[src/rtl/btn_debounce_pkg.sv]
// Shared types, default parameters and counter-width helpers for the
// button conditioner bank.
package btn_debounce_pkg;

    typedef enum logic [1:0] {
        IDLE    = 2'd0,
        HOLDING = 2'd1,
        HELD    = 2'd2
    } hold_state_t;

    localparam int unsigned DEF_N_CH            = 5;
    localparam int unsigned DEF_SYNC_STAGES     = 2;
    localparam int unsigned DEF_DEBOUNCE_CYCLES = 1_000_000;
    localparam int unsigned DEF_HOLD_CYCLES     = 50_000_000;
    localparam int unsigned DEF_REPEAT_CYCLES   = 10_000_000;

    // Bits needed to hold values 0..max_val (at least one bit).
    function automatic int unsigned cnt_width(input int unsigned max_val);
        int unsigned w;
        w = $clog2(max_val + 1);
        return (w < 1) ? 1 : w;
    endfunction

    function automatic int unsigned max2(input int unsigned a, input int unsigned b);
        return (a > b) ? a : b;
    endfunction

endpackage

[src/rtl/btn_debounce_chan.sv]
// One button channel: input synchroniser, stability-window debouncer and
// long-press hold/auto-repeat state machine.
module btn_debounce_chan
    import btn_debounce_pkg::*;
#(
    parameter int unsigned SYNC_STAGES     = DEF_SYNC_STAGES,
    parameter int unsigned DEBOUNCE_CYCLES = DEF_DEBOUNCE_CYCLES,
    parameter int unsigned HOLD_CYCLES     = DEF_HOLD_CYCLES,
    parameter int unsigned REPEAT_CYCLES   = DEF_REPEAT_CYCLES
) (
    input  logic i_clk,
    input  logic i_rst,
    input  logic i_btn,
    input  logic i_repeat_en,
    output logic o_level,
    output logic o_press,
    output logic o_release,
    output logic o_held,
    output logic o_repeat
);

    localparam int unsigned DW = cnt_width(DEBOUNCE_CYCLES);
    localparam int unsigned HW = cnt_width(max2(HOLD_CYCLES, REPEAT_CYCLES));
    localparam logic [DW-1:0] DC_LAST = DW'(DEBOUNCE_CYCLES - 1);
    localparam logic [HW-1:0] HC_HOLD = HW'(HOLD_CYCLES);
    localparam logic [HW-1:0] HC_REP  = HW'(REPEAT_CYCLES);

    logic [SYNC_STAGES-1:0] r_sync;
    logic [DW-1:0]          r_dcnt;
    logic                   r_level;
    logic                   r_press;
    logic                   r_release;

    hold_state_t            r_state;
    logic [HW-1:0]          r_hcnt;
    logic                   r_held;
    logic                   r_repeat;

    logic                   w_s;
    logic                   w_accept;
    logic                   w_rise;
    logic                   w_fall;

    hold_state_t            w_state_nxt;
    logic [HW-1:0]          w_hcnt_nxt;
    logic                   w_held_nxt;
    logic                   w_repeat_nxt;

    always_comb begin
        w_s      = r_sync[SYNC_STAGES-1];
        w_accept = (w_s != r_level) && (r_dcnt == DC_LAST);
        w_rise   = w_accept && w_s;
        w_fall   = w_accept && !w_s;
    end

    // Any sample matching the current level clears the window, so a bounce
    // restarts the count.
    always_ff @(posedge i_clk) begin
        if (i_rst) begin
            r_sync    <= '0;
            r_dcnt    <= '0;
            r_level   <= 1'b0;
            r_press   <= 1'b0;
            r_release <= 1'b0;
        end else begin
            r_sync    <= {r_sync[SYNC_STAGES-2:0], i_btn};
            r_press   <= w_rise;
            r_release <= w_fall;
            if (w_s == r_level) begin
                r_dcnt <= '0;
            end else if (w_accept) begin
                r_dcnt  <= '0;
                r_level <= w_s;
            end else begin
                r_dcnt <= r_dcnt + DW'(1);
            end
        end
    end

    always_ff @(posedge i_clk) begin
        if (i_rst) begin
            r_state  <= IDLE;
            r_hcnt   <= '0;
            r_held   <= 1'b0;
            r_repeat <= 1'b0;
        end else begin
            r_state  <= w_state_nxt;
            r_hcnt   <= w_hcnt_nxt;
            r_held   <= w_held_nxt;
            r_repeat <= w_repeat_nxt;
        end
    end

    // A release is acted on in the same cycle the debouncer accepts it, so
    // held drops on the same edge as level.
    always_comb begin
        w_state_nxt  = r_state;
        w_hcnt_nxt   = r_hcnt;
        w_held_nxt   = r_held;
        w_repeat_nxt = 1'b0;
        case (r_state)
            IDLE: begin
                w_hcnt_nxt = '0;
                w_held_nxt = 1'b0;
                if (w_rise) begin
                    w_state_nxt = HOLDING;
                    w_hcnt_nxt  = HW'(1);
                end
            end
            HOLDING: begin
                if (w_fall) begin
                    w_state_nxt = IDLE;
                    w_hcnt_nxt  = '0;
                    w_held_nxt  = 1'b0;
                end else if (r_hcnt == HC_HOLD) begin
                    w_state_nxt  = HELD;
                    w_held_nxt   = 1'b1;
                    w_repeat_nxt = i_repeat_en;
                    w_hcnt_nxt   = HW'(1);
                end else begin
                    w_hcnt_nxt = r_hcnt + HW'(1);
                end
            end
            HELD: begin
                if (w_fall) begin
                    w_state_nxt = IDLE;
                    w_hcnt_nxt  = '0;
                    w_held_nxt  = 1'b0;
                end else if (r_hcnt == HC_REP) begin
                    w_repeat_nxt = i_repeat_en;
                    w_hcnt_nxt   = HW'(1);
                end else begin
                    w_hcnt_nxt = r_hcnt + HW'(1);
                end
            end
            default: begin
                w_state_nxt = IDLE;
                w_hcnt_nxt  = '0;
                w_held_nxt  = 1'b0;
            end
        endcase
    end

    assign o_level   = r_level;
    assign o_press   = r_press;
    assign o_release = r_release;
    assign o_held    = r_held;
    assign o_repeat  = r_repeat;

endmodule

[src/rtl/btn_debounce_bank.sv]
// Multi-channel button conditioner: N_CH independent channels plus a
// combined press indication for the control FSMs.
module btn_debounce_bank
    import btn_debounce_pkg::*;
#(
    parameter int unsigned N_CH            = DEF_N_CH,
    parameter int unsigned SYNC_STAGES     = DEF_SYNC_STAGES,
    parameter int unsigned DEBOUNCE_CYCLES = DEF_DEBOUNCE_CYCLES,
    parameter int unsigned HOLD_CYCLES     = DEF_HOLD_CYCLES,
    parameter int unsigned REPEAT_CYCLES   = DEF_REPEAT_CYCLES
) (
    input  logic            i_clk,
    input  logic            i_rst,
    input  logic [N_CH-1:0] i_btn_in,
    input  logic [N_CH-1:0] i_repeat_en,
    output logic [N_CH-1:0] o_level,
    output logic [N_CH-1:0] o_press,
    output logic [N_CH-1:0] o_release,
    output logic [N_CH-1:0] o_held,
    output logic [N_CH-1:0] o_repeat,
    output logic            o_press_any
);

    logic [N_CH-1:0] w_press;

    for (genvar g = 0; g < N_CH; g++) begin : g_chan
        btn_debounce_chan #(
            .SYNC_STAGES    (SYNC_STAGES),
            .DEBOUNCE_CYCLES(DEBOUNCE_CYCLES),
            .HOLD_CYCLES    (HOLD_CYCLES),
            .REPEAT_CYCLES  (REPEAT_CYCLES)
        ) u_chan (
            .i_clk      (i_clk),
            .i_rst      (i_rst),
            .i_btn      (i_btn_in[g]),
            .i_repeat_en(i_repeat_en[g]),
            .o_level    (o_level[g]),
            .o_press    (w_press[g]),
            .o_release  (o_release[g]),
            .o_held     (o_held[g]),
            .o_repeat   (o_repeat[g])
        );
    end

    // Press flops are registered per channel, so this OR lands in the same
    // cycle as the individual pulses.
    assign o_press     = w_press;
    assign o_press_any = |w_press;

endmodule

[config.mk]
export PLATFORM = sky130hd
export DESIGN_NAME = btn_debounce_bank
export DESIGN_NICKNAME = d
export VERILOG_FILES = /design/src/rtl/btn_debounce_pkg.sv /design/src/rtl/btn_debounce_chan.sv /design/src/rtl/btn_debounce_bank.sv
export SDC_FILE = /design/constraint.sdc
export NUM_CORES = 1
export LEC_CHECK = 0
export ABC_AREA = 1
export CORE_ASPECT_RATIO = 0.8
export CORE_MARGIN = 2
export CORE_UTILIZATION = 55
export DETAILED_ROUTE_END_ITERATION = 10
export PLACE_DENSITY = 0.76
export REMOVE_ABC_BUFFERS = 1
export SLEW_MARGIN = 0
export SYNTH_ARGS = -nofsm -noshare
export SYNTH_HDL_FRONTEND = slang
export SYNTH_HIERARCHICAL = 1
export SYNTH_SLANG_ARGS = --single-unit
[constraint.sdc]
create_clock -name i_clk -period 1.7 [get_ports i_clk]
set_clock_uncertainty 0.05 [all_clocks]
set_input_delay 0.34 -clock i_clk [delete_from_list [all_inputs] [get_ports i_clk]]
set_output_delay 0.34 -clock i_clk [all_outputs]
set_load 0.1 [all_outputs]
== After elaboration in Yosys (flattened, before gate mapping) ==
Cells that the tools add are included.

* RAM bits: 0
* Bits in read-only memories: 0
* Input port bits: 12
* Register bits after elaboration: 275
* Bits in latches: 0
* Output and inout port bits: 26
* Memories kept: 0

* $add $sub $neg: 10
* Multipliers: 0
* Div/mod/pow operators: 0
* Shift-type cells: 0
* Magnitude comparators: 0
* Multiplexer cells: 100
* Eq/ne operators: 50
* Bitwise logic cells: 5
* Reductions and logical operators: 46

{| class="wikitable"
|+ Operators by type and width
! kind !! number
|-
| $mux 26 || 20
|-
| $pmux 26 s3 || 5
|-
| $add 26x1->26 const B || 5
|-
| $eq 26x24->1 const B || 5
|-
| $eq 26x26->1 const B || 5
|-
| $add 20x1->20 const B || 5
|-
| $eq 20x20->1 const B || 5
|-
| $mux 1 || 40
|-
| $mux 2 || 20
|-
| $pmux 2 s3 || 5
|-
| $ne 2x1->1 const B || 10
|-
| $pmux 1 s2 || 10
|-
| $reduce_and 2->1 || 10
|-
| $logic_and 1x1->1 || 15
|-
| $ne 3x1->1 const B || 5
|-
| $reduce_and 3->1 || 5
|-
| $reduce_or 3->1 || 5
|-
| $eq 2x1->1 const B || 5
|-
| $eq 2x2->1 const B || 5
|-
| $logic_not 2->1 || 5
|-
| $eq 1x1->1 || 5
|-
| $logic_not 1->1 || 5
|-
| $ne 1x1->1 || 5
|-
| $not 1->1 || 5
|-
| $reduce_or 5->1 || 1
|}

== Depth between registers and ports, before layout ==
* Depth in word-level cells: 5
* Depth in mapped cells: 12

== Modules after synthesis ==
Netlist, hierarchy kept.

{| class="wikitable"
|+ Modules (own cells, without submodules)
! module !! area each (µm²) !! times used !! seq. area each (µm²) !! cells each
|-
| btn_debounce_chan at g_chan[2].u_chan ... || 2844.0 || 2 || 1101.1 || 394
|-
| btn_debounce_chan at g_chan[4].u_chan || 3000.4 || 1 || 1101.1 || 410
|-
| btn_debounce_chan at g_chan[1].u_chan || 2920.3 || 1 || 1101.1 || 402
|-
| btn_debounce_chan at g_chan[0].u_chan || 2864.0 || 1 || 1101.1 || 398
|-
| btn_debounce_bank || 16.3 || 1 || 0.0 || 4
|}

== Worst setup path before layout ==
Ideal clock, no wire load.

* Path type: register to output
* Start: register g_chan[4].u_chan.r_press
* End: output o_press_any
* Arrival time: 1824 ps
* Path buffers: 0
* Cell stages (with the launch flop): 3
* Slack: -514 ps
* Cell sequence: dfxtp_1 -> nor2_1 -> nand3_1

* Longest elaborated chain between the ends: 1

{| class="wikitable"
|+ Ends and longest elaborated chain
! what !! RTL line !! source
|-
| start, declared || btn_debounce_chan.sv:31 || <nowiki>logic r_press;</nowiki>
|-
| start signal, assigned || btn_debounce_chan.sv:67 || <nowiki>r_press <= w_rise;</nowiki>
|-
| $reduce_or 5->1 || btn_debounce_bank.sv:48 || <nowiki>assign o_press_any = |w_press;</nowiki>
|-
| end, declared || btn_debounce_bank.sv:21 || <nowiki>output logic o_press_any</nowiki>
|}

Every way passes these cells.

== Worst setup path after layout ==
* Start: register g_chan[4].u_chan.r_dcnt[1]
* End: register g_chan[4].u_chan.r_dcnt[11]

* Longest elaborated chain between the ends: 3
* Elaborated cells between the ends (all ways): 4
* Classes of those cells: add/sub (1); eq/ne (1); reduce/logical (2)

{| class="wikitable"
|+ Ends and longest elaborated chain
! what !! RTL line !! source
|-
| start, declared || btn_debounce_chan.sv:29 || <nowiki>logic [DW-1:0] r_dcnt;</nowiki>
|-
| start signal, assigned || btn_debounce_chan.sv:75 || <nowiki>r_dcnt <= r_dcnt + DW'(1);</nowiki>
|-
| branches (longest 3 deep; another with $add 20x1->20) || -- ||
|}

Several ways; the timed one is not identified.
A chain may end at the register's enable or synchronous reset.

==> reports/metrics.csv <==
stage;metric;value;unit
place;Detail Placement HPWL;23.0;mm
place;IO Port Bufs;37;
floorplan;die area;0.0277;mm^2
timing;Fin. Hold Viols;0;
clock_network;root buf cell;clkbuf_16;
detailed_routing;Via density;5.44;
detailed_routing;met1 wire length;17.1;mm
power_and_ir_drop;Peak VDD IR;0.741;mV
logic_synthesis;top cells by area, synth;dfxtp_1 38%, nor2_1 9.9%, nand2_1 9.6%, xor2_1 6.0%, inv_1 5.6%;
min_path;min-delay worst type;input pin to flop;
logic_synthesis;cell count after synthesis;2002;
logic_synthesis;top cell type by total area after synthesis;dfxtp_1;
status;failing checks;setup timing;
place;dpl cells;2493;
job;max-cap violation count;0;
floorplan;Die H;149;um
critical_path;worst endpoint data arrival time;2.23;ns
clock_network;clock latency on the worst-skew pair;0.55;ns
power_and_ir_drop;total chip power;13900;uW
floorplan;initial core utilization;55.6;%
logic_synthesis;count leader, synth;nor2_1;
timing;worst-margin pin slew;0.906;ns
logic_synthesis;Syn. warnings;6;
global_routing;vias in the first global route;12200;
clock_network;CTS buffer count;29;
timing;fin crit share;107;%
detailed_routing;via count;14200;
detailed_routing;DR WL met2;18.9;mm
floorplan;Die X;185;um
global_routing;gr usage total;23.5;%
critical_path;Reg2Reg Depth;9;
power_and_ir_drop;PwrDens;713;mW/mm^2
detailed_routing;# DRC;0;
finish;Final #Nets;2284;
finish;layout cells sized above 1;29.7;%
place;worst slack, placed;-0.0975;ns
power_and_ir_drop;Lkg Pwr;0.00699;uW
global_routing;global route overflow;0;
logic_synthesis;number of flops mapped to enable cells by yosys;0;
finish;P&R area growth vs syn;34.3;%
detailed_routing;post-detailed-routing wire length;39.9;mm
logic_synthesis;Post-synth ARST share;0;%
timing;setup violators final;91;
clock_network;clock slew seen by the registers of the worst setup and hold paths;0.06;ns
clock_network;CTS tree;done;
detailed_routing;WL met3;2.62;mm
detailed_routing;First DRT Iteration DRCs;1149;
logic_synthesis;post-synthesis cell area;0.0145;mm^2
finish;ant diodes;0;
finish;Fillers;1731;
timing;unrepaired setup endpoints after global routing;yes;
detailed_routing;Top Layer Used;met4;
global_routing;first-pass GRT wire length;55.0;mm
floorplan;std cell rows;53;
critical_path;Critical Path RT;2.12;ns
status;status;finished with violations;
logic_synthesis;sequential-to-total area share from yosys stat;38.0;%
min_path;Hold Crit Depth;3;
timing;Final min period;1.82;ns
logic_synthesis;synth cell count leaders;381 x nor2_1, 370 x nand2_1, 275 x dfxtp_1;
timing;Slew Viols, Final;0;
critical_path;WS Path Type;flop to flop;
detailed_routing;Avg WL per Cell;15.2;um
critical_path;crit end category;flop;
place;Placer Congestion;0.939;
detailed_routing;post-route ant nets;0;
floorplan;boundary pin count;38;
finish;non-filler cells, final;2617;
floorplan;core footprint;0.0261;mm^2
global_routing;initial antenna violation count;0;
global_routing;pin count of the biggest net entering global routing;29;
clock_network;CTS Sinks;275;
timing;setup slack after layout;-0.117;ns
clock_network;H-tree levels;1;
detailed_routing;Detailed Routing Iterations Pass 1;6;
timing;Fmax;550;MHz
clock_network;hold buffers post-CTS;0;
critical_path;startpoint class of the critical path;flop;
timing;worst rel slew slack;39.6;%
logic_synthesis;synthesized flop and latch total;275;
critical_path;Worst Path Max Fanout;5;
logic_synthesis;library cells used by synthesis;42;
logic_synthesis;Post-synth top flop;dfxtp_1;
logic_synthesis;top-area cell type share of the netlist area;38.0;%
logic_synthesis;Avg Inst Size Synth;7.24;um^2
clock_network;clk buf depth;3;
## cells by family after synthesis
logic type	count (synthesis)	share of synthesized area (%)
simple gates	1182	39.3
xor+xnor	125	7.56
fa+ha+maj	35	3.02
compound gates	116	4.49
buf+inv	269	7.60
flops	275	38.0
## state kept, by name, indices dropped and copies added (netlist names)
register	cells
g_chan.u_chan/o_repeat	5
g_chan.u_chan/r_dcnt	100
g_chan.u_chan/o_held	5
g_chan.u_chan/r_sync	10
g_chan.u_chan/r_state	10
g_chan.u_chan/o_release	5
g_chan.u_chan/o_press	5
g_chan.u_chan/r_hcnt	130
g_chan.u_chan/o_level	5
## per-stage QoR
stage | setup TNS [ns] | instance area (um^2) | utilization (%) | hold slack [ns]
6_report | -2.90 | 19500 | 74.7 | 0.111
5_1_grt | -13.31 | 19500 | 74.7 | 0.122
4_1_cts | -0.163 | 17700 | 68.0 | 0.0956
3_5_place_dp | -5.24 | 16400 | 62.9 | 0.352
3_3_place_gp | -0.440 | 16400 | 62.9 | 0.339
2_1_floorplan | -112.46 | 14300 | - | 0.338
## routing by layer
| layer | vias up | GRT usage, % |
|---|---|---|
| met5 | - | 0 |
| met4 | 0 | 5.63 |
| met3 | 127 | 2.98 |
| met2 | 567 | 37.6 |
| met1 | 6638 | 33.8 |
| li1 | 6902 | - |
## cells in the final DEF (no fill, tap or decap), types with 22 or more instances in the layout
master	Yosys	final
a21oi_1	58	47
buf_12	0	36
buf_4	0	158
clkbuf_16	0	33
dfxtp_1	275	222
dfxtp_2	0	43
inv_1	218	199
inv_2	19	34
nand2_1	370	343
nand2_2	16	34
nand3_1	121	102
nand3_2	22	24
nand4_1	61	61
nor2_1	381	317
nor2_2	39	75
nor2_4	18	46
nor3_1	65	54
o21ai_0	30	22
xnor2_1	25	25
xor2_1	100	98
## repair_timing
| item | 4_1_cts | 5_1_grt |
|---|---|---|
| buffers inserted | 4 | 54 |
| setup endpoints to repair | 137 | 207 |
| cloned | 8 | 8 |
| pin swaps | 19 | 113 |
| resized for setup | 49 | 327 |
| hold endpoints to repair | 0 | 0 |
## worst paths after layout
check | from | end | slack (ns)
hold reg to reg | g_chan[0].u_chan/r_sync[0]$_SDFF_PP0_ | g_chan[0].u_chan/r_sync[1]$_SDFF_PP0_ | 0.35
setup / recovery | g_chan[4].u_chan/r_dcnt[1]$_SDFF_PP0_ | g_chan[4].u_chan/r_dcnt[11]$_SDFF_PP0_ | -0.12
setup reg to reg | g_chan[4].u_chan/r_dcnt[1]$_SDFF_PP0_ | g_chan[4].u_chan/r_dcnt[11]$_SDFF_PP0_ | -0.12
hold / removal | i_rst | g_chan[1].u_chan/r_sync[0]$_SDFF_PP0_ | 0.11
## critical path, stage by stage, from the launching register on
cell and delay [ns]:
dfxtp_2 0.34, ha_4 0.17, nand3_4 0.11, nor2_4 0.06, buf_6 0.11, nand3_4 0.09
nand4_1 0.25, buf_4 0.24, clkbuf_16 0.15, a21oi_1 0.16
## power breakdown
part / internal (uW) / total, uW / switching, uW
logic: 260 / 636 / 375
registers: 6460 / 6490 / 30.5
clock network: 4050 / 6730 / 2680
## layout make-up
| type | instances | area [um^2] | area share (%) |
|---|---|---|---|
| flip-flops and latches | 275 | 5600 | 28.8 |
| clock buffers | 39 | 833 | 4.28 |
| repair buffers | 221 | 2250 | 11.6 |
| multi-input cells | 1469 | 9220 | 47.4 |
| clock inverters | 15 | 194 | 0.997 |
| well taps | 357 | 447 | 2.30 |
| inverters | 241 | 917 | 4.71 |
(Power assumes the default switching activity.)
